==> src/rtl/apb3_multi_timer.sv <==
// APB3 slave exposing CHANNELS independent down-counting timers with one-shot or
// periodic reload, sticky write-1-to-clear expiry status, maskable irq and tick pulse.
module apb3_multi_timer #(
    parameter int unsigned ADDR_WIDTH = 16,
    parameter int unsigned CHANNELS   = 4,
    parameter int unsigned CNT_WIDTH  = 32
) (
    input  logic                  clk,
    input  logic                  resetn,
    input  logic [ADDR_WIDTH-1:0] PADDR,
    input  logic                  PSEL,
    input  logic                  PENABLE,
    input  logic                  PWRITE,
    input  logic [31:0]           PWDATA,
    output logic                  PREADY,
    output logic [31:0]           PRDATA,
    output logic                  PSLVERROR,
    output logic [CHANNELS-1:0]   irq,
    output logic                  irq_any,
    output logic [CHANNELS-1:0]   tick
);
    localparam logic [ADDR_WIDTH-1:0] MAP_END = ADDR_WIDTH'(CHANNELS * 16);

    localparam logic [1:0] REG_CTRL   = 2'd0;
    localparam logic [1:0] REG_LOAD   = 2'd1;
    localparam logic [1:0] REG_COUNT  = 2'd2;
    localparam logic [1:0] REG_STATUS = 2'd3;

    logic [2:0]           ctrl_q  [CHANNELS];
    logic [2:0]           ctrl_d  [CHANNELS];
    logic [CNT_WIDTH-1:0] load_q  [CHANNELS];
    logic [CNT_WIDTH-1:0] load_d  [CHANNELS];
    logic [CNT_WIDTH-1:0] count_q [CHANNELS];
    logic [CNT_WIDTH-1:0] count_d [CHANNELS];
    logic [CHANNELS-1:0]  expired_q, expired_d;
    logic [CHANNELS-1:0]  tick_q, tick_d;
    logic [CHANNELS-1:0]  irq_en;
    logic [CHANNELS-1:0]  ch_sel;
    logic [31:0]          prdata_q, prdata_d;
    logic [31:0]          rdata;

    logic mapped;
    logic wr_en;
    logic rd_setup;
    logic unused_bits;

    assign mapped      = (PADDR < MAP_END);
    assign wr_en       = PSEL & PENABLE & PWRITE & mapped;
    assign rd_setup    = PSEL & ~PENABLE & ~PWRITE;
    assign unused_bits = ^{PADDR[1:0], PWDATA};

    always_comb begin
        for (int unsigned i = 0; i < CHANNELS; i++) begin
            ch_sel[i] = mapped && (PADDR[6:4] == 3'(i));
            irq_en[i] = ctrl_q[i][2];
        end
    end

    always_comb begin
        for (int unsigned i = 0; i < CHANNELS; i++) begin
            ctrl_d[i]    = ctrl_q[i];
            load_d[i]    = load_q[i];
            count_d[i]   = count_q[i];
            expired_d[i] = expired_q[i];
            tick_d[i]    = ctrl_q[i][0] && (count_q[i] == '0);

            if (ctrl_q[i][0]) begin
                if (!tick_d[i])
                    count_d[i] = count_q[i] - CNT_WIDTH'(1);
                else if (ctrl_q[i][1])
                    count_d[i] = load_q[i];
                else
                    ctrl_d[i][0] = 1'b0;
            end

            if (wr_en && ch_sel[i]) begin
                case (PADDR[3:2])
                    REG_CTRL: begin
                        // Writing enable=1 while running keeps the expiry-derived enable
                        // so a one-shot still stops; only a 0->1 edge reloads COUNT.
                        ctrl_d[i][2:1] = PWDATA[2:1];
                        if (!PWDATA[0]) begin
                            ctrl_d[i][0] = 1'b0;
                        end else if (!ctrl_q[i][0]) begin
                            ctrl_d[i][0] = 1'b1;
                            count_d[i]   = load_q[i];
                        end
                    end
                    REG_LOAD:   load_d[i] = PWDATA[CNT_WIDTH-1:0];
                    REG_STATUS: if (PWDATA[0]) expired_d[i] = 1'b0;
                    default: ;
                endcase
            end

            if (tick_d[i])
                expired_d[i] = 1'b1;
        end
    end

    always_comb begin
        rdata = '0;
        for (int unsigned i = 0; i < CHANNELS; i++) begin
            if (ch_sel[i]) begin
                case (PADDR[3:2])
                    REG_CTRL:   rdata[2:0]           = ctrl_q[i];
                    REG_LOAD:   rdata[CNT_WIDTH-1:0] = load_q[i];
                    REG_COUNT:  rdata[CNT_WIDTH-1:0] = count_q[i];
                    REG_STATUS: rdata[0]             = expired_q[i];
                    default: ;
                endcase
            end
        end
        prdata_d = rd_setup ? rdata : prdata_q;
    end

    always_ff @(posedge clk or negedge resetn) begin
        if (!resetn) begin
            for (int unsigned i = 0; i < CHANNELS; i++) begin
                ctrl_q[i]  <= '0;
                load_q[i]  <= '0;
                count_q[i] <= '0;
            end
            expired_q <= '0;
            tick_q    <= '0;
            prdata_q  <= '0;
        end else begin
            for (int unsigned i = 0; i < CHANNELS; i++) begin
                ctrl_q[i]  <= ctrl_d[i];
                load_q[i]  <= load_d[i];
                count_q[i] <= count_d[i];
            end
            expired_q <= expired_d;
            tick_q    <= tick_d;
            prdata_q  <= prdata_d;
        end
    end

    assign PREADY    = 1'b1;
    assign PRDATA    = prdata_q;
    assign PSLVERROR = PSEL & PENABLE & ~mapped;
    assign irq       = expired_q & irq_en;
    assign irq_any   = |irq;
    assign tick      = tick_q;

endmodule
==> config.mk <==
export PLATFORM = sky130hd
export DESIGN_NAME = apb3_multi_timer
export DESIGN_NICKNAME = d
export VERILOG_FILES = /design/src/rtl/apb3_multi_timer.sv
export SDC_FILE = /design/constraint.sdc
export NUM_CORES = 1
export LEC_CHECK = 0
export CORE_ASPECT_RATIO = 1.25
export CORE_MARGIN = 2
export CORE_UTILIZATION = 50
export DETAILED_ROUTE_END_ITERATION = 8
export PLACE_DENSITY_LB_ADDON = 0.08
export SLEW_MARGIN = 20
export SYNTH_ARGS = -nofsm -noshare
export SYNTH_HDL_FRONTEND = slang
export SYNTH_SLANG_ARGS = --single-unit
==> constraint.sdc <==
create_clock -name clk -period 2.7 [get_ports clk]
set_input_delay 0.54 -clock clk [delete_from_list [all_inputs] [get_ports clk]]
set_output_delay 0.54 -clock clk [all_outputs]
set_load 0.05 [all_outputs]
==> flow_metrics.env <==
export IMPL_clockBufferDepth=3
export IMPL_finalSetupViolCount=0
export IMPL_ff_latch_area_um2=7707
export IMPL_required_ns=2.16
export IMPL_synth_area_um2=19110
export IMPL_final_common_cell="dfrtp_1"
export IMPL_dp_cells=2692
export IMPL_combPwrFrac_pct=9.9
export IMPL_drive_gt1_share_pct=27.16
export IMPL_port_buffer_count=92
export IMPL_power_leakage_nw=9.807
export IMPL_min_period_ns=2.671
export IMPL_async_flop_share_pct=100.0
export IMPL_setup_tns_ns=0
export IMPL_yosys_cell_types_count=91
export IMPL_grt_ovfl_total=0
export IMPL_grt_pass1_vias=17530
export IMPL_cp_max_fo=3
export IMPL_gr_usage_met2_pct=56.74
export IMPL_final_area_um2=23950
export IMPL_hold_class="reg -> reg"
export IMPL_initial_core_util_pct=50.39
export IMPL_maxCapViolCount=0
export IMPL_synth_nets=2047
export IMPL_post_route_period_util_pct=98.93
export IMPL_cp_arrival_ns=2.13
export IMPL_power_share_clock_pct=45.4
export IMPL_worst_pin_slew_ns=1.028
export IMPL_nNetsFinal=2316
export IMPL_start_kind="primary input"
export IMPL_fin_util_pct=63.13
export IMPL_root_buffer="clkbuf_16"
export IMPL_finalNonFillerCells=2769
export IMPL_core_um2=37940
export IMPL_vias=18610
export IMPL_antenna_found_initial=8
export IMPL_reg2reg_slack_ns=0.06
export IMPL_worstReg2RegEnd="count_q[84]"
export IMPL_dpl_cell_area_um2=22450
export IMPL_outcome="finished, final reports clean"
export IMPL_grt_use_met1_pct=50.92
export IMPL_drt_wl_total_mm=75.51
export IMPL_wl_per_cell_um=27.27
export IMPL_cts_tree="yes"
export IMPL_critPathLaunch="PADDR[9]"
export IMPL_clock_sinks=308
export IMPL_synth_flop_cell="dfrtp_1"
export IMPL_syn_inst=1985
export IMPL_boundaryPins=96
export IMPL_holdPathEnd="PRDATA[7]"
export IMPL_critical_path_class="in -> out"
export IMPL_whs_path_depth=2
export IMPL_p_seq_share_pct=44.6
export IMPL_viasPerCell=6.719
export IMPL_synth_seq_cells=308
export IMPL_insertion_delay_ns=0.54
export IMPL_drt_iter0_markers=1917
export IMPL_ff2ff_path_depth=8
export IMPL_rsz0062_at_grt="true"
export IMPL_p_per_area_nw_per_um2=451.0
export IMPL_final_cell_mix="dfrtp_1 (308), buf_4 (278), nand2_1 (164)"
export IMPL_min_from="PRDATA[7]"
export IMPL_drc_errors=0
export IMPL_hold_violations=0
export IMPL_gp_congestion=1.046
export IMPL_area_growth_pct=25.30
export IMPL_avgSynthCellArea_um2=9.630
export IMPL_slew_violations=0
export IMPL_peakVddDrop_v=0.0005358
export IMPL_num_fill_cells=3237
export IMPL_die_h_um=222.6
export IMPL_relSlewSlack_pct=31.48
export IMPL_yosysWarnings=0
export IMPL_power_switching_mw=2.791
export IMPL_busiest_layer="met2"
export IMPL_grt_max_degree=65
export IMPL_numCtsBuffers=37
export IMPL_die_x_um=178.9
export IMPL_clk_pin_slew_worst_paths_ns=0.06
export IMPL_rows=80
export IMPL_htree_num_levels=2
export IMPL_p_int_mw=8.011
export IMPL_seq_area_frac_synth_pct=40.32
export IMPL_fin_skew_ns=0.01500
export IMPL_multi_input_area_um2=10790
export IMPL_place_hpwl_mm=54.19
export IMPL_postRouteAntennaNets=0
export IMPL_grt_first_pass_wirelength_mm=111.5
export IMPL_cp_end_kind="primary output"
export IMPL_fmax_mhz=374.4
export IMPL_met3_usage_pct=4.757
export IMPL_synth_edf_count=0
export IMPL_swShare_pct=25.84
export IMPL_firstDrtPassIters=5
export IMPL_grt_total_usage_pct=37.74
export IMPL_r2r_start="count_q[64]"
export IMPL_die_area_um2=39820
stage by stage:
step / setup slack, ns / hold WS, ns / power [mW]
floorplan: -0.04116 / 0.2444 / 5.276
global placement: -0.6333 / 0.4617 / 5.917
detailed placement: -0.7045 / 0.4735 / 5.930
CTS: -0.01496 / 0.4856 / 10.83
global route: -0.03033 / 0.5058 / 11.10
finish: 0.02895 / 0.4765 / 10.80
timing repair:
item	CTS	global route
pin swaps	6	15
resized for setup	30	38
cloned	0	1
setup endpoints to repair	72	73
buffers inserted	6	8
endpoints found under the hold margin	20	0
hold buffers	1	0
power by group through the flow:
stage                     combinational [mW]  sequential (mW)  clock [mW]
after floorplan                        0.453             4.82           0
after global placement                  1.03             4.89           0
after detailed placement                1.04             4.89           0
after CTS                               1.04             4.81        4.97
after global routing                    1.12             4.83        5.14
final                                   1.07             4.82        4.91
area by class of cell:
class | count | area share [%]
Antenna cell | 5 | 0.05224
Inverter | 26 | 0.4754
Timing Repair Buffer | 401 | 14.93
Clock buffer | 49 | 4.263
Clock inverter | 8 | 0.4806
Sequential cell | 308 | 32.18
Multi-Input combinational cell | 1480 | 45.05
Tap cell | 492 | 2.570
kinds of logic (layout without fill, tap and decap cells):
logic type      Yosys count  after routing  share of synthesized area [%]
compound gates          574            574                          21.06
xor+xnor                 50             50                          2.291
fa+ha+maj                 9              9                         0.5891
buf+inv                 197            484                          4.549
flops                   308            308                          40.32
mux                     270            270                          15.24
other cells               1              6                        0.01962
simple gates            576            576                          15.93
how the worst max path moves through the flow:
stage | slack [ns] | cells after the start | to
global route | -0.03 | 8 | count_q[84]
floorplan | -0.04 | 8 | count_q[101]
CTS | -0.01 | 6 | PSLVERROR
detailed placement | -0.70 | 7 | count_q[57]
finish | 0.03 | 5 | PSLVERROR
global placement | -0.63 | 7 | count_q[44]
Yosys cell counts, drive strengths merged, types with 5 or more instances:
cell type	n	area [µm²]
a211o	9	78.83
a211oi	23	192.7
a21o	6	45.04
a21oi	49	245.2
a221o	31	310.3
a221oi	37	324.1
a222oi	10	100.1
a22oi	60	450.4
a31oi	47	294.0
and2	11	68.82
and3	15	93.84
buf	46	290.3
clkbuf	125	469.2
dfrtp	308	7707
ha	9	112.6
inv	24	90.09
mux2	168	1892
mux2i	102	1021
nand2	169	639.4
nand2b	5	31.28
nand3	36	180.2
nand3b	6	45.04
nand4	14	87.58
nor2	111	434.2
nor2b	16	100.1
nor3	64	347.8
nor4	44	357.8
nor4b	5	65.06
o211ai	38	285.3
o21a	5	37.54
o21ai	121	605.6
o21bai	5	37.54
o221a	6	67.56
o221ai	7	61.31
o22ai	62	387.9
o31ai	17	127.6
o41ai	5	43.79
or2	11	68.81
or3	27	168.9
or4	29	229.0
or4b	6	67.57
xnor2	22	192.7
xor2	28	245.2
worst max-delay path, cell delays in order:
cell and delay, ns:
clkdlybuf4s15_1 0.17, or4_4 0.55, or4_4 0.53, and3_4 0.19, buf_8 0.15
sequential cells by signal (all words and copies together) (netlist names):
name and count:
load_q 128, ctrl_q 12, PRDATA 32, count_q 128
expired_q 4, tick 4
routing by layer:
metal / part of all wire, % / up-vias
met2: 45 / 986
li1: - / 8135
met1: 40 / 9277
met5: 0 / -
met3: 7.2 / 207
met4: 7.5 / 0
Note: power is estimated with default switching activity, not from simulation.
